--- config.mk ---
export PLATFORM = sky130hd
export DESIGN_NAME = instr_fetch_unit_flat
export DESIGN_NICKNAME = d
export VERILOG_FILES = /design/src/rtl/cpu_pkg.sv /design/src/rtl/instr_fetch_unit_if.sv /design/src/rtl/fetch_pc_reg.sv /design/src/rtl/instr_fetch_unit.sv /design/src/flat_wrapper.sv
export SDC_FILE = /design/constraint.sdc
export NUM_CORES = 1
export LEC_CHECK = 0
export ABC_AREA = 0
export BUFFER_PORTS_ARGS = -buffer_cell sky130_fd_sc_hd__buf_2
export CAP_MARGIN = 20
export CORE_UTILIZATION = 40
export CTS_CLUSTER_DIAMETER = 80
export CTS_CLUSTER_SIZE = 20
export DETAILED_ROUTE_END_ITERATION = 7
export PLACE_DENSITY = 0.76
export SLEW_MARGIN = 20
export SYNTH_ARGS = -nofsm -noshare
export SYNTH_HDL_FRONTEND = slang
export SYNTH_SLANG_ARGS = --single-unit
--- constraint.sdc ---
create_clock -name clk -period 2.14 [get_ports clk]
set_input_delay 0.107 -clock clk [delete_from_list [all_inputs] [get_ports clk]]
set_output_delay 0.107 -clock clk [all_outputs]
set_load 0.005 [all_outputs]
--- src/rtl/cpu_pkg.sv ---
// Shared types and widths for the 10-bit CPU: opcode encoding, fetch FSM
// states and the next-PC select used by the fetch stage.
package cpu_pkg;

    localparam int ADDR_W  = 10;
    localparam int INSTR_W = 10;

    typedef enum logic [2:0] {
        OPC_RTYPE = 3'b000,
        OPC_MEM   = 3'b001,
        OPC_BR    = 3'b010,
        OPC_LUHW  = 3'b100,
        OPC_LLHW  = 3'b101,
        OPC_ADDI  = 3'b110,
        OPC_END   = 3'b111
    } opcode_t;

    typedef enum logic {
        RUN,
        HALTED
    } fetch_state_t;

    typedef enum logic [1:0] {
        PC_HOLD,
        PC_INC,
        PC_REDIR
    } pc_sel_t;

endpackage

--- src/rtl/instr_fetch_unit_if.sv ---
// Fetch-stage bus: ROM address/data, decode valid/ready handoff, branch redirect
// and halt status. master = fetch unit, slave = ROM/decode/execute side.
interface instr_fetch_unit_if #(
    parameter int ADDR_W  = cpu_pkg::ADDR_W,
    parameter int INSTR_W = cpu_pkg::INSTR_W
);
    logic [ADDR_W-1:0]  rom_addr;
    logic [INSTR_W-1:0] rom_data;
    logic               id_valid;
    logic [INSTR_W-1:0] id_instr;
    logic [ADDR_W-1:0]  id_pc;
    logic               id_ready;
    logic               redirect_valid;
    logic [ADDR_W-1:0]  redirect_target;
    logic               halted;

    modport master (
        output rom_addr, id_valid, id_instr, id_pc, halted,
        input  rom_data, id_ready, redirect_valid, redirect_target
    );

    modport slave (
        input  rom_addr, id_valid, id_instr, id_pc, halted,
        output rom_data, id_ready, redirect_valid, redirect_target
    );
endinterface

--- src/rtl/fetch_pc_reg.sv ---
// Program counter with next-PC mux (hold / increment / redirect).
// Increment wraps modulo 2^ADDR_W silently.
module fetch_pc_reg import cpu_pkg::*; #(
    parameter int                ADDR_W   = cpu_pkg::ADDR_W,
    parameter logic [ADDR_W-1:0] RESET_PC = '0
) (
    input  logic              clk,
    input  logic              rst_n,
    input  pc_sel_t           sel,
    input  logic [ADDR_W-1:0] target,
    output logic [ADDR_W-1:0] pc
);

    always_ff @(posedge clk or negedge rst_n) begin
        if (!rst_n) begin
            pc <= RESET_PC;
        end else begin
            unique case (sel)
                PC_INC:   pc <= pc + ADDR_W'(1);
                PC_REDIR: pc <= target;
                default:  pc <= pc;
            endcase
        end
    end

endmodule

--- src/rtl/instr_fetch_unit.sv ---
// Fetch stage: drives ROM address from the PC, captures the word into the
// instruction register, handles redirects and halt. Optional perf counters: INSTR_FETCH_PERF_EN.
module instr_fetch_unit import cpu_pkg::*; #(
    parameter int                ADDR_W   = cpu_pkg::ADDR_W,
    parameter int                INSTR_W  = cpu_pkg::INSTR_W,
    parameter logic [ADDR_W-1:0] RESET_PC = '0,
    parameter logic [2:0]        HALT_OPC = 3'b111
) (
    input  logic                 clk,
    input  logic                 rst_n,
    instr_fetch_unit_if.master   bus
`ifdef INSTR_FETCH_PERF_EN
    ,
    output logic [15:0]          fetch_count,
    output logic [15:0]          redirect_count
`endif
);

    fetch_state_t       state;
    logic [ADDR_W-1:0]  pc;
    logic               id_valid;
    logic [INSTR_W-1:0] id_instr;
    logic [ADDR_W-1:0]  id_pc;
    logic               halted;
    logic               redir;
    logic               load;
    logic               capture;
    logic               is_halt;
    pc_sel_t            pc_sel;

    assign redir   = (state == RUN) && bus.redirect_valid;
    assign load    = (state == RUN) && (!id_valid || bus.id_ready);
    assign capture = load && !redir;
    assign is_halt = (bus.rom_data[INSTR_W-1 -: 3] == HALT_OPC);

    // Redirect outranks capture, so a halt word seen alongside a redirect is wrong-path.
    always_comb begin
        pc_sel = PC_HOLD;
        if (redir)                    pc_sel = PC_REDIR;
        else if (capture && !is_halt) pc_sel = PC_INC;
    end

    fetch_pc_reg #(
        .ADDR_W   (ADDR_W),
        .RESET_PC (RESET_PC)
    ) u_pc (
        .clk    (clk),
        .rst_n  (rst_n),
        .sel    (pc_sel),
        .target (bus.redirect_target),
        .pc     (pc)
    );

    always_ff @(posedge clk or negedge rst_n) begin
        if (!rst_n) begin
            state    <= RUN;
            id_valid <= 1'b0;
            id_instr <= '0;
            id_pc    <= '0;
            halted   <= 1'b0;
        end else begin
            case (state)
                RUN: begin
                    if (redir) begin
                        id_valid <= 1'b0;
                    end else if (load) begin
                        id_instr <= bus.rom_data;
                        id_pc    <= pc;
                        id_valid <= 1'b1;
                        if (is_halt) begin
                            state  <= HALTED;
                            halted <= 1'b1;
                        end
                    end
                end
                HALTED: begin
                    // Halt word drains to decode; nothing else is fetched.
                    if (id_valid && bus.id_ready) id_valid <= 1'b0;
                end
            endcase
        end
    end

    assign bus.rom_addr = pc;
    assign bus.id_valid = id_valid;
    assign bus.id_instr = id_instr;
    assign bus.id_pc    = id_pc;
    assign bus.halted   = halted;

`ifdef INSTR_FETCH_PERF_EN
    always_ff @(posedge clk or negedge rst_n) begin
        if (!rst_n) begin
            fetch_count    <= '0;
            redirect_count <= '0;
        end else begin
            if (capture && fetch_count != 16'hFFFF)  fetch_count    <= fetch_count + 16'd1;
            if (redir && redirect_count != 16'hFFFF) redirect_count <= redirect_count + 16'd1;
        end
    end
`endif

endmodule
--- src/flat_wrapper.sv ---
// flat-port wrapper written by rule: the top's interface ports become plain ports
module instr_fetch_unit_flat import cpu_pkg::*;
#(
    parameter int                ADDR_W   = cpu_pkg::ADDR_W,
    parameter int                INSTR_W  = cpu_pkg::INSTR_W,
    parameter logic [ADDR_W-1:0] RESET_PC = '0,
    parameter logic [2:0]        HALT_OPC = 3'b111
)
  (clk, rst_n, bus_rom_addr, bus_id_valid, bus_id_instr, bus_id_pc, bus_halted, bus_rom_data, bus_id_ready, bus_redirect_valid, bus_redirect_target);
  instr_fetch_unit_if #(.ADDR_W(ADDR_W), .INSTR_W(INSTR_W)) bus_i ();
  input  logic clk;
  input  logic rst_n;
  output wire logic [$bits(bus_i.rom_addr)-1:0] bus_rom_addr;
  output wire logic [$bits(bus_i.id_valid)-1:0] bus_id_valid;
  output wire logic [$bits(bus_i.id_instr)-1:0] bus_id_instr;
  output wire logic [$bits(bus_i.id_pc)-1:0] bus_id_pc;
  output wire logic [$bits(bus_i.halted)-1:0] bus_halted;
  input wire logic [$bits(bus_i.rom_data)-1:0] bus_rom_data;
  input wire logic [$bits(bus_i.id_ready)-1:0] bus_id_ready;
  input wire logic [$bits(bus_i.redirect_valid)-1:0] bus_redirect_valid;
  input wire logic [$bits(bus_i.redirect_target)-1:0] bus_redirect_target;
  assign bus_rom_addr = bus_i.rom_addr;
  assign bus_id_valid = bus_i.id_valid;
  assign bus_id_instr = bus_i.id_instr;
  assign bus_id_pc = bus_i.id_pc;
  assign bus_halted = bus_i.halted;
  assign bus_i.rom_data = bus_rom_data;
  assign bus_i.id_ready = bus_id_ready;
  assign bus_i.redirect_valid = bus_redirect_valid;
  assign bus_i.redirect_target = bus_redirect_target;
  instr_fetch_unit #(.ADDR_W(ADDR_W), .INSTR_W(INSTR_W), .RESET_PC(RESET_PC), .HALT_OPC(HALT_OPC)) u_core (.clk(clk), .rst_n(rst_n), .bus(bus_i));
endmodule
==> implementation parameters, run 1 <==
Parameter                              Value

Logic synthesis
  Mapped cell area    1460 µm²
  Mean instance size in the synthesized netlist    12.1 µm²
  Largest family of logic cells by synthesized area    multiplexers
  Syn Inst Count    120
  Number of warnings issued by yosys    0
  Net Count, Synth    145
  Post-synthesis xor/xnor area fraction    about 2.4%
  Area share of and/or/nand/nor cells after synthesis    15.1%
  Register bit total from synthesis    33
  FFs w/ async S/R, synth    100%
  Proportion of synthesized area in mux cells    16.1%
  Cell variety after synth    34
  Most used flip-flop cell after synthesis    dfrtp_1
  Sequential cell area fraction in the yosys report    56.7%
  Compound-gate portion of the synthesized area    7.04%
  Post-synth EDFFs    0
  Synthesized-area fraction occupied by adder cells    0.858%

Routing
  Per-cell via count in the routed design    roughly 5
  Antenna Violating Nets Remaining    0
  Length of the first detailed-routing pass in iterations    4
  First DRT Iteration DRCs    52
  Post-detailed-route DRC marker count    0
  WL final    3400 µm
  Post-DR wirelength/cell    ~14 µm
  Routed via count    1244

CTS
  Buffers inserted during post-CTS setup optimization    0
  CTS tree    built
  Latest clock arrival within the worst-skew pair    0.34 ns
  Hold buffer count at CTS    13
  Cell chosen for the clock root    clkbuf_4
  Htree depth    2
  Total CTS buffers    5
  Num Clock Sinks    33
  Resize count post-CTS    0
  Deepest clock path buffer count    2
  Clock transition at the registers of the reported paths    0.10 ns

Worst setup path
  Required time worst endpoint    2.37 ns
  Stage delay of the slowest cell on the critical path    between 0.5 and 0.6 ns
  Critical path, cell by cell    nor2b_1, nor3_2, buf_4, mux2_2
  Cell at the slowest stage of the critical path    nor3_2
  Type of origin of the critical path    flip-flop
  Buffers & Inverters on Critical Path    1
  Worst Setup Path Type    reg2reg
  Critical path peak fanout    14
  Endpoint kind of the worst setup timing path    flip-flop
  Data arrival time of the critical path    between 2 and 2.5 ns
  Gate family responsible for the most delay along the worst path    simple AND/OR/NAND/NOR gates

GRT
  Initial antenna violation count    0
  GR Util All Layers    19.2%
  Total overflow reported by the global router    0
  Largest net degree at the start of global routing    34
  Wire length of the first global-routing pass    5710 µm
  Number of global-route vias before repair    1196

Outcome
  Run status    finished clean

Final layout
  Most common cell after layout, fill and taps aside    buf_2
  Fraction of final layout cells with drive strength greater than 1    approximately 46%
  Final Core Density    58.5%
  Count of antenna diodes in the layout    0
  Most frequent cells in the layout    buf_2, dfrtp_1, mux2_2, dlygate4sd3_1, nand2_1
  Signed area change from the synthesized netlist to the final layout    37.2%
  Fillers    a little over 300
  Final nets    220

Floorplanning
  Total number of placement rows    21
  Die extent in y    62.4 µm
  Boundary Pins    56
  Die width    62.4 µm
  Area of the die    3890 µm²
  Effective utilization at floorplan    42.7%
  Placeable Area    around 3400 µm²

Timing
  RSZ-0062 raised after global routing    no
  Min setup slack post-route    0.194 ns
  Period utilization    between 90 and 100%
  Worst slew pin tran    0.710 ns
  Clock tree skew after final layout    between 0.003 and 0.004 ns
  Min Tclk post-route    1.95 ns
  Highest attainable clock frequency    0.514 GHz
  Final Setup Violations    0
  Final slew viol count    0
  Number of endpoints with negative hold slack in the final report    0
  Sum Neg Setup Slack    0 ns
  Normalized max-slew margin    a little over half

Place
  Count of buffers from port buffering    55
  Worst slack after detailed placement    about 0.21 ns
  Placed wire-length estimate after detailed placement    2470 µm
  Routability cong.    0.750

Power
  Worst IR Drop VDD    0.000356 V
  Leakage component of the power    1.01 nW
  Power density cells    about 560 nW/µm²

Hold path
  Worst hold path type    in2reg

Job
  Max cap viols    0
final timing paths:
path	startpoint	to	slack [ns]	cells after the start
worst max-delay path	u_core.bus.id_valid	u_core.bus.id_instr[7]	0.19	4
worst min-delay path	bus_rom_data[9]	u_core.bus.id_instr[9]	0.03	2
worst max register to register	u_core.bus.id_valid	u_core.bus.id_instr[7]	0.19	4
worst min register to register	u_core.bus.halted	u_core.bus.halted	0.46	1
max in group asynchronous	rst_n	u_core.bus.id_pc[3]	1.34	2
min in group asynchronous	rst_n	u_core.bus.id_instr[0]	0.35	2
logic make-up after synthesis:
kind of cell,after synthesis
mux,21
fa+ha+maj,1
flops,33
simple gates,38
buf+inv,6
xor+xnor,4
compound gates,17
sequential cells by signal, summed over array words and instances (netlist names):
name / flops
u_core.bus.id_instr: 10
u_core.bus.id_pc: 10
u_core.u_pc.pc: 10
u_core.bus.halted: 1
u_core.bus.id_valid: 1
u_core.state: 1
worst reg2reg max path, stage by stage, from the launching register on:
cell	delay [ns]
dfrtp_1	0.40
nor2b_1	0.19
nor3_2	0.55
buf_4	0.33
mux2_2	0.36
power breakdown:
| part | switching [mW] | internal, mW | total [mW] |
|---|---|---|---|
| logic | 0.0468 | 0.0684 | 0.115 |
| clock network | 0.211 | 0.125 | 0.335 |
| registers | 0.0250 | 0.645 | 0.670 |
| total | 0.282 | 0.838 | 1.12 |
cells in the mapped netlist, types with 3 or more instances:
master   count  share of area (%)
dfrtp_1     33                 57
mux2_2      19                 15
nand2_1      7                1.8
nand3_1      6                2.1
o21ai_0      6                2.1
nor2_1       4                1.0
xnor2_1      4                2.4
a31oi_1      3                1.3
buf_2        3                1.0
layer usage:
layer	global-route usage [%]	wire (µm)
met2	33.1	1740
met3	6.43	222
met1	23.1	1410
met4	4.36	25
met5	0	0
stage by stage:
step           total power [mW]  std cells  hold WS, ns  area (µm²)
5_1_grt                    1.18        242      0.00955        2000
6_report                   1.12        242       0.0289        2000
3_3_place_gp              0.771        218        0.178        1790
2_1_floorplan             0.708        120       -0.189        1460
4_1_cts                    1.13        239     0.000869        1970
3_5_place_dp              0.777        218        0.204        1790
final cells by class:
cell class,instances,area [µm²],share of cell area (%)
flip-flops and latches,33,826,41.3
clock buffers,6,41.3,2.07
well taps,46,57.6,2.88
clock inverters,2,10.0,0.501
multi-input cells,81,611,30.5
repair buffers,73,450,22.5
inverters,1,3.75,0.188
Note: power is estimated with default switching activity, not from simulation.
==> inputs of run 2 (changes only) <==
Settings changed: CORE_UTILIZATION 40 to 30, PLACE_DENSITY 0.76 to 0.62, REMOVE_ABC_BUFFERS from default to 1.
Clock period 2.14 ns to 1.85 ns, I/O delays scaled along.
==> run 2 against run 1 <==
Against the previous run:
- design area shrank 2.8%
- sequential power rose by 15%
- critical path depth stayed put
- flip-flop and latch count unchanged
- global-route usage shrank 5.9 points
- sequential share of layout area is 1.2 points higher
- register-to-register slack gained 0.04 ns
- cell count decreased by 2.5%
- maximum frequency up 20%
- non-clock buffer count is 12 lower
- clock skew rose by 0.0027 ns
- largest power group unchanged
- highest routed layer unchanged
==> implementation parameters, run 2 (same netlist as run 1, synthesis figures left out) <==
Parameter                              Value

GRT
  Total overflow reported by the global router    0
  GR Util All Layers    13.3%
  Largest net degree at the start of global routing    34
  Number of global-route vias before repair    1105
  Wire length of the first global-routing pass    5220 µm
  Initial antenna violation count    0

Timing
  Min Tclk post-route    1.62 ns
  Highest attainable clock frequency    0.618 GHz
  Sum Neg Setup Slack    0 ns
  Worst slew pin tran    0.725 ns
  Final Setup Violations    0
  Normalized max-slew margin    51.7%
  RSZ-0062 raised after global routing    no
  Clock tree skew after final layout    0.00619 ns
  Number of endpoints with negative hold slack in the final report    0
  Min Hold Slack    0.0128 ns
  Final slew viol count    0
  Period utilization    87.4%

Worst setup path
  Endpoint kind of the worst setup timing path    flip-flop
  Type of origin of the critical path    flip-flop
  Stage delay of the slowest cell on the critical path    about 0.52 ns
  Cell at the slowest stage of the critical path    nor4_1
  Endpoint of the lowest-slack register-to-register path    u_core.u_pc.pc[7]
  Worst Setup EP    u_core.u_pc.pc[7]
  Worst Setup Path Type    reg2reg
  Critical path, cell by cell    nor2b_1, nor4_1, a21oi_1, a211o_1
  Setup slack, reg-to-reg    0.23 ns
  Critical path peak fanout    5
  Startpoint of the most critical setup path    u_core.bus.id_valid
  Required time worst endpoint    roughly 2 ns
  Data arrival time of the critical path    1.79 ns
  Startpoint of the worst-slack reg-to-reg timing path    u_core.bus.id_valid
  Cell count of the worst reg-to-reg path    4

Power
  Leakage component of the power    between 0.9 and 1 nW
  Worst IR Drop VDD    0.000295 V
  Power density cells    815 nW/µm²

Hold path
  Worst hold path type    in2reg

Final layout
  Count of antenna diodes in the layout    0
  Fraction of final layout cells with drive strength greater than 1    about half
  Signed area change from the synthesized netlist to the final layout    33.4%
  Multi-input combinational cell area    611 µm²
  Most common cell after layout, fill and taps aside    buf_2
  Final nets    208
  Fillers    442
  Largest registers    u_core.bus.id_instr (10), u_core.bus.id_pc (10), u_core.u_pc.pc (10)
  Most frequent cells in the layout    buf_2, dfrtp_1, mux2_2, nand2_1
  Flip-flop and latch area    826 µm²

Floorplanning
  Die width    71.7 µm
  Placeable Area    approximately 4500 µm²
  Boundary Pins    56
  Area of the die    between 5000 and 6000 µm²
  Effective utilization at floorplan    32.4%
  Total number of placement rows    24
  Die extent in y    71.7 µm

CTS
  Clock transition at the registers of the reported paths    approximately 0.070 ns
  Num Clock Sinks    33
  CTS tree    built
  Cell chosen for the clock root    clkbuf_8
  Total CTS buffers    5
  Latest clock arrival within the worst-skew pair    0.28 ns
  Htree depth    2
  Deepest clock path buffer count    2

Routing
  First DRT Iteration DRCs    53
  Routed via count    1149
  Per-cell via count in the routed design    4.87
  Post-detailed-route DRC marker count    0
  Post-DR wirelength/cell    13.6 µm
  Antenna Violating Nets Remaining    0
  Length of the first detailed-routing pass in iterations    4
  WL final    3210 µm

Place
  Routability cong.    roughly 0.73
  Count of buffers from port buffering    55
  Placed wire-length estimate after detailed placement    around 2400 µm

Job
  Max cap viols    0

Outcome
  Run status    finished clean
==> run 2: layout make-up <==
class	instances	share of cell area (%)
Multi-Input combinational cell	81	31.4
Clock inverter	1	1.54
Clock buffer	7	4.44
Inverter	1	0.193
Tap cell	52	3.35
Timing Repair Buffer	61	16.6
Sequential cell	33	42.5
==> run 2: power by group <==
| group | internal (mW) | total (mW) | switching, mW |
|---|---|---|---|
| Combinational | 0.0605 | 0.113 | 0.0525 |
| Sequential | 0.747 | 0.772 | 0.0255 |
| Clock | 0.439 | 0.700 | 0.261 |
| Total | 1.25 | 1.59 | 0.339 |
==> run 2: what timing repair did <==
action	CTS	global route
hold buffers	1	0
gates resized for setup	0	0
endpoints found under the hold margin	33	0
buffers inserted	0	0
==> run 2: worst min path at each step <==
stage                                 startpoint             endpoint  slack [ns]  cells after the start
final                     bus_redirect_target[1]    u_core.u_pc.pc[1]        0.01                      3
after global routing      bus_redirect_target[1]    u_core.u_pc.pc[1]        0.01                      3
after CTS                 bus_redirect_target[1]    u_core.u_pc.pc[1]       0.009                      3
after detailed placement                   rst_n  u_core.bus.id_pc[7]        0.19                      1
after global placement                     rst_n  u_core.bus.id_pc[7]        0.19                      1
after floorplan                            rst_n    u_core.bus.halted       -0.20                      0
==> run 2: worst max-delay path, delay by kind of cell, from the launching register on <==
| family | cells | cell delay [ns] |
|---|---|---|
| simple gates | 2 | 0.72 |
| flops | 1 | 0.39 |
| compound gates | 2 | 0.41 |
==> run 2: layer usage <==
layer  up-vias  global-route usage, %  wire, µm
met5         -                      0         0
met4         0                   5.66        46
met3         4                   4.50       173
met2        41                   19.6      1450
met1       542                   17.9      1530
li1        562                      -         -
==> run 2: per-stage QoR <==
| step | power [mW] | cell area [µm²] | cells | utilization, % | setup slack, ns |
|---|---|---|---|---|---|
| floorplan | 0.819 | 1440 | 115 | - | -0.762 |
| CTS | 1.61 | 1940 | 236 | 43.2 | 0.237 |
| detailed placement | 0.900 | 1820 | 227 | 40.4 | 0.238 |
| global placement | 0.898 | 1820 | 227 | 40.4 | 0.262 |
| global route | 1.65 | 1940 | 236 | 43.2 | 0.0749 |
| finish | 1.59 | 1940 | 236 | 43.2 | 0.233 |
